===== src/rtl/seq_pkg.sv =====
// Shared types and constants for the preamble framer: FSM states and the
// fixed 4-bit preamble pattern sent ahead of every payload word.
package seq_pkg;

    typedef enum logic [1:0] {IDLE, PRE, DATA, GAP} state_t;

    localparam int PRE_W = 4;
    localparam logic [PRE_W-1:0] PREAMBLE = 4'b1010;

    function automatic int max3(input int a, input int b, input int c);
        int m;
        m = (a > b) ? a : b;
        return (m > c) ? m : c;
    endfunction

endpackage


===== src/rtl/piso_shift.sv =====
// Parallel-in serial-out payload register, MSB first.
// Priority: clear, then load, then shift.
module piso_shift #(
    parameter int W = 8
) (
    input  logic         clk,
    input  logic         clear,
    input  logic         load,
    input  logic         shift,
    input  logic [W-1:0] d,
    output logic         msb
);

    logic [W-1:0] q;

    always_ff @(posedge clk) begin
        if (clear)
            q <= '0;
        else if (load)
            q <= d;
        else if (shift)
            q <= q << 1;
    end

    assign msb = q[W-1];

endmodule


===== src/rtl/preamble_tx.sv =====
// Serial framer: emits preamble 1010 then the captured payload MSB first,
// followed by an optional idle gap. Outputs decode from registered state only.
module preamble_tx
    import seq_pkg::*;
#(
    parameter int DATA_W     = 8,
    parameter int GAP_CYCLES = 2
) (
    input  logic              clk,
    input  logic              rst,
    input  logic              in_valid,
    input  logic [DATA_W-1:0] in_data,
    output logic              in_ready,
    output logic              bit_out,
    output logic              bit_valid,
    output logic              busy,
    output logic              frame_done
);

    localparam int CW = $clog2(max3(DATA_W, GAP_CYCLES, PRE_W)) + 1;
    localparam logic [CW-1:0] PRE_LAST  = CW'(PRE_W - 1);
    localparam logic [CW-1:0] DATA_LAST = CW'(DATA_W - 1);
    localparam logic [CW-1:0] GAP_LAST  = CW'((GAP_CYCLES > 0) ? GAP_CYCLES - 1 : 0);

    state_t        state, state_nx;
    logic [CW-1:0] cnt, cnt_nx;
    logic          load, shift, msb;

    piso_shift #(.W(DATA_W)) u_piso (
        .clk   (clk),
        .clear (rst),
        .load  (load),
        .shift (shift),
        .d     (in_data),
        .msb   (msb)
    );

    always_ff @(posedge clk) begin
        if (rst) begin
            state      <= IDLE;
            cnt        <= '0;
            frame_done <= 1'b0;
        end else begin
            state      <= state_nx;
            cnt        <= cnt_nx;
            frame_done <= (state == DATA) && (cnt == '0);
        end
    end

    // cnt holds the index of the bit currently on the line; every phase
    // leaves at zero so the counter never wraps.
    always_comb begin
        state_nx  = state;
        cnt_nx    = cnt;
        load      = 1'b0;
        shift     = 1'b0;
        in_ready  = 1'b0;
        busy      = 1'b0;
        bit_out   = 1'b0;
        bit_valid = 1'b0;
        case (state)
            IDLE: begin
                in_ready = 1'b1;
                if (in_valid) begin
                    load     = 1'b1;
                    state_nx = PRE;
                    cnt_nx   = PRE_LAST;
                end
            end
            PRE: begin
                busy      = 1'b1;
                bit_valid = 1'b1;
                bit_out   = PREAMBLE[cnt[1:0]];
                if (cnt == '0) begin
                    state_nx = DATA;
                    cnt_nx   = DATA_LAST;
                end else begin
                    cnt_nx = cnt - 1'b1;
                end
            end
            DATA: begin
                busy      = 1'b1;
                bit_valid = 1'b1;
                bit_out   = msb;
                shift     = 1'b1;
                if (cnt == '0) begin
                    state_nx = (GAP_CYCLES > 0) ? GAP : IDLE;
                    cnt_nx   = GAP_LAST;
                end else begin
                    cnt_nx = cnt - 1'b1;
                end
            end
            GAP: begin
                busy = 1'b1;
                if (cnt == '0) begin
                    state_nx = IDLE;
                    cnt_nx   = '0;
                end else begin
                    cnt_nx = cnt - 1'b1;
                end
            end
            default: begin
                state_nx = IDLE;
                cnt_nx   = '0;
            end
        endcase
    end

endmodule

===== config.mk =====
export PLATFORM = sky130hd
export DESIGN_NAME = preamble_tx
export DESIGN_NICKNAME = d
export VERILOG_FILES = /design/src/rtl/seq_pkg.sv /design/src/rtl/piso_shift.sv /design/src/rtl/preamble_tx.sv
export SDC_FILE = /design/constraint.sdc
export NUM_CORES = 1
export LEC_CHECK = 0
export CORE_MARGIN = 4
export CORE_UTILIZATION = 25
export DETAILED_ROUTE_END_ITERATION = 8
export HOLD_SLACK_MARGIN = 0.12
export MAX_ROUTING_LAYER = met4
export PLACE_DENSITY = 0.49
export SETUP_SLACK_MARGIN = 0.5
export SLEW_MARGIN = 20
export SYNTH_ARGS = -nofsm -noshare
export SYNTH_HDL_FRONTEND = slang
export SYNTH_SLANG_ARGS = --single-unit

===== constraint.sdc =====
create_clock -name clk -period 4.55 [get_ports clk]
set_input_delay 0.91 -clock clk [delete_from_list [all_inputs] [get_ports clk]]
set_output_delay 0.91 -clock clk [all_outputs]
set_load 0.005 [all_outputs]

## Word level (Yosys, flattened, before mapping)

Cells that the tools add are included.

| storage, ports and cells | value |
|---|---|
| flip-flop bits (word level) | 15 |
| output and inout port bits | 5 |

| cells by class | value |
|---|---|
| add/subtract/negate cells | 1 |
| eq/ne operators | 7 |
| $lt $le $gt $ge | 1 |
| mux-type cells | 21 |
| reductions and logical operators | 7 |

Operators by type and width:

| operator | count |
|---|---|
| 2-to-1 mux 4 bit | 4 |
| 2-to-1 mux 8 bit | 2 |
| case mux 4 bit (4 select lines) | 1 |
| 2-to-1 mux 2 bit | 4 |
| case mux 2 bit (4 select lines) | 1 |
| 2-to-1 mux 1 bit | 7 |
| != test 2 bit (second input constant) | 3 |
| equality test 2 bit (second input constant) | 2 |
| zero test 4 bit | 1 |
| AND reduction 4 bit | 1 |
| subtractor 4 x 1 -> 4 bit (second input constant) | 1 |
| < comparator 2 x 3 -> 1 bit (second input constant) | 1 |
| OR reduction 3 bit | 1 |
| binary-select mux 1 bit (select 2 bit) | 1 |
| equality test 2 x 1 -> 1 bit (second input constant) | 1 |
| zero test 2 bit | 1 |
| != test 2 x 1 -> 1 bit (second input constant) | 1 |
| case mux 1 bit (2 select lines) | 1 |
| nonzero test 2 bit | 1 |
| OR reduction 2 bit | 1 |
| logical AND 1 bit | 1 |

## Depth between registers and ports, before layout

| logic depth | value |
|---|---|
| depth in word-level cells | 4 |
| mapped depth | 6 |
| mapped depth without buffers | 5 |

## Hierarchy

From an unflattened synthesis, not the netlist that was laid out.

| unflattened totals | value |
|---|---|
| cells, all modules | 87 |
| area, all modules | 847.1 sq um |

By module, submodules not included:

| module | area an instance (sq um) | cells an instance | seq. area each (sq um) | instances |
|---|---|---|---|---|
| preamble_tx | 478.0 | 52 | 140.1 | 1 |
| piso_shift | 369.1 | 35 | 160.2 | 1 |

## Least setup slack after synthesis

OpenSTA, ideal clock, no wires.

| timing path | value |
|---|---|
| path kind | reg-to-output |
| from | reg state[0] |
| to | out bit_out |
| setup slack | 2766 ps |
| cell stages (with the launch flop) | 5 |
| required time | 3640 ps |
| path buffers | 0 |
| arrival | 874 ps |
| cells stage by stage | dfxtp_1 inv_1 ha_1 a22oi_1 nor2b_1 |

| between the ends | value |
|---|---|
| cells in the longest elaborated chain, start to end | 2 |
| elaborated cells between the ends (all ways) | 3 |

Ends and longest elaborated chain:

| element | RTL line | text |
|---|---|---|
| start, declared | preamble_tx.sv:25 | `state_t state, state_nx;` |
| start signal, assigned | preamble_tx.sv:44 | `state <= state_nx;` |
| equality test 2 bit or equality test 2 x 1 -> 1 bit (tied branches) | preamble_tx.sv:61 | `case (state)` |
| case mux 1 bit (2 select lines) * | preamble_tx.sv:61 |  |
| end, declared | preamble_tx.sv:14 | `output logic bit_out,` |

Every way passes the cells marked *; elsewhere a longest branch is shown, timed or not.

## Final worst setup path

Same ends and word-level chain as after synthesis.

==> flow_metrics.tcl <==
set metrics [dict create \
    clock_sinks 15 \
    cts_buffer_depth 2 \
    ys_ff_latch 15 \
    grt_usage_pct 9.40 \
    vias 671 \
    instances_no_fill 143 \
    setup_viol 0 \
    grt_pass1_vias 660 \
    cp-start-kind "flop" \
    final_antenna_net_count 0 \
    tritoncts.num_buffers 3 \
    hold_viol 0 \
    fin_crit_sh_pct 65.7 \
    finalNetCount 117 \
    io_pins 16 \
    n_antenna_cell 0 \
    critPathTopFamily "buffers and inverters" \
    layout_min_cycle_time_ns 2.99 \
    worstHoldPathType "flop to flop" \
    whs_ns 0.499 \
    critPathKind "flop to primary output" \
    num_rows 20 \
    cts_tree "built" \
    swShare_pct 40.8 \
    hpwlAfterDp_um 1250 \
    wirelength_um 1700 \
    cp_data_arrival_time_ns 2.08 \
    die_x_um 64.8 \
    cts_setup_buffers 0 \
    power_mw 0.632 \
    layout_common_cells "15 x dfxtp_1, 15 x clkdlybuf4s50_1, 10 x a211oi_1" \
    die_y_um 64.8 \
    routedWlPerCell_um 11.9 \
    cts_hold_buf 0 \
    yosysWarnings 0 \
    peakVddDrop_uv 177 \
    max_stage_delay_ns 0.54 \
    synth.avg_cell_area_um2 9.49 \
    p_per_area_mw_per_mm2 624 \
    power.leakage_nw 0.369 \
    clk_pin_slew_ns 0.10 \
    crit_fanout 13 \
    placeableCoreArea_mm2 0.00308 \
    antenna_found_initial 0 \
    p_comb_share_pct 54.7 \
    gp_congestion 0.802 \
    setup_tns_ns 0 \
    clk_latency_ns 0.29 \
    status "finished, final reports clean" \
    yosysSeqAreaShare_pct 37.2 \
    critPathBufInv 2 \
    syn_area_um2 807 \
    cts.root.buffer_cell "clkbuf_4" \
    dr.pass1.iters 2 \
    rsz0062_at_grt "false" \
    fmax_ghz 0.335 \
    drtIter0Drc 44 \
    finalMaxSlewViolations 0 \
    synthesis.nets 102 \
    max_slew_margin_pct 57.3 \
    cap_violations 0 \
    crit_required_ns 3.64 \
    synthDistinctLibCells 30 \
    drive_above_1_share_pct 5.05 \
    syn_inst 85 \
    syn_to_final_growth_pct 25.4 \
    placed_cells 139 \
    grt_pass1_wl_um 3020 \
    cts_resized 0 \
    clock_power_share_pct 12.2 \
    endpoint_kind "primary output" \
    clock-skew-final_ns 0.00761 \
    power_switching_mw 0.258 \
    nFillCells 343 \
    initial_core_util_pct 26.2 \
    overflow 0 \
    htreeDepth 1 \
    crit_slowest_cell "ha_1" \
    drc 0 \
    dieArea_mm2 0.00420 \
    grt_max_degree 18 \
    worst_pin_slew_ns 0.638 \
    seqPwrFrac_pct 33.1 \
    port_buffers 15 \
    viasPerCell 4.69 \
    p_int_mw 0.374 \
    crit_chain "inv_1 > ha_1 > a22oi_1 > nor2b_1 > clkdlybuf4s50_1" \
]
[path summary, 6_finish.rpt]
path	end	startpoint	slack [ns]	cells after the start
worst max-delay path	bit_out	state[0]	1.56	5
worst min-delay path	u_piso.q[0]	u_piso.q[0]	0.50	2
worst max register to register	state[0]	state[0]	2.61	5
worst min register to register	u_piso.q[0]	u_piso.q[0]	0.50	2
[kinds of logic (layout without fill, tap and decap cells)]
group | after synthesis | in the layout | share of synthesized area, %
AOI/OAI and AO/OA | 24 | 24 | 22.9
and+or+nand+nor | 22 | 22 | 14.9
DFF | 15 | 15 | 37.2
buffers and inverters | 10 | 24 | 5.74
muxes | 8 | 8 | 9.92
adders and majority gates | 6 | 6 | 9.30
[final cells by class]
type	instances	area (um^2)	area share, %
multi-input cells	60	460	45.5
flip-flops and latches	15	300	29.7
repair buffers	15	150	14.8
well taps	44	55.1	5.44
clock buffers	3	22.5	2.22
inverters	5	18.8	1.85
clock inverters	1	5.00	0.494
[synthesized netlist by cell type, drive strengths merged]
library cell / n / share of area, %
a21o: 2 / 1.9
o2111ai: 1 / 1.1
mux2i: 8 / 9.9
nand3: 1 / 0.62
nor2b: 4 / 3.1
clkbuf: 2 / 0.93
nor4: 1 / 0.78
o31a: 1 / 1.1
o31ai: 1 / 0.93
a22oi: 1 / 0.93
o2bb2ai: 1 / 1.1
nor2: 7 / 3.3
nand2b: 2 / 1.6
and2b: 1 / 0.93
a211oi: 10 / 9.3
buf: 3 / 2.5
inv: 5 / 2.3
nand3b: 1 / 0.93
a21oi: 4 / 2.5
nand2: 2 / 0.93
a221o: 1 / 1.2
a2111oi: 1 / 1.9
ha: 6 / 9.3
or3: 1 / 0.78
or3b: 1 / 1.1
dfxtp: 15 / 37
a311oi: 1 / 1.1
nor3b: 1 / 0.93
[through the flow]
stage	instance area (um^2)	setup WS, ns	util (%)
floorplan	807	2.77	-
global route	1010	1.41	32.9
detailed placement	985	1.84	32.0
global placement	985	1.90	32.0
finish	1010	1.56	32.9
CTS	1010	1.51	32.9
[sequential cells by signal, indices dropped and copies added, names as in the netlist]
name / cells
u_piso.q: 8
state: 2
frame_done: 1
cnt: 4
[metal layers]
| layer | up-vias | GRT usage (%) | routed length [um] | share of wire [%] |
|---|---|---|---|---|
| met5 | - | - | 0 | 0 |
| met4 | 0 | 2.37 | 14 | 0.82 |
| met3 | 2 | 3.64 | 88 | 5.2 |
| met2 | 19 | 14.0 | 743 | 44 |
| met1 | 307 | 11.9 | 852 | 50 |
| li1 | 343 | - | - | - |
[power groups by stage]
stage / Clock [mW] / Combinational (mW) / Sequential [mW]
after floorplan: 0 / 0.260 / 0.202
after global placement: 0 / 0.346 / 0.210
after detailed placement: 0 / 0.347 / 0.212
after CTS: 0.0821 / 0.349 / 0.209
after global routing: 0.0863 / 0.387 / 0.218
final: 0.0771 / 0.346 / 0.209
[worst register-to-register path, delay by kind of cell (launching register included)]
family | cells | cell delay (ns)
fa+ha+maj | 1 | 0.41
buf+inv | 1 | 0.09
simple gates | 1 | 0.51
compound gates | 2 | 0.47
flops | 1 | 0.38
No activity file was read; power rests on OpenSTA's default activity.
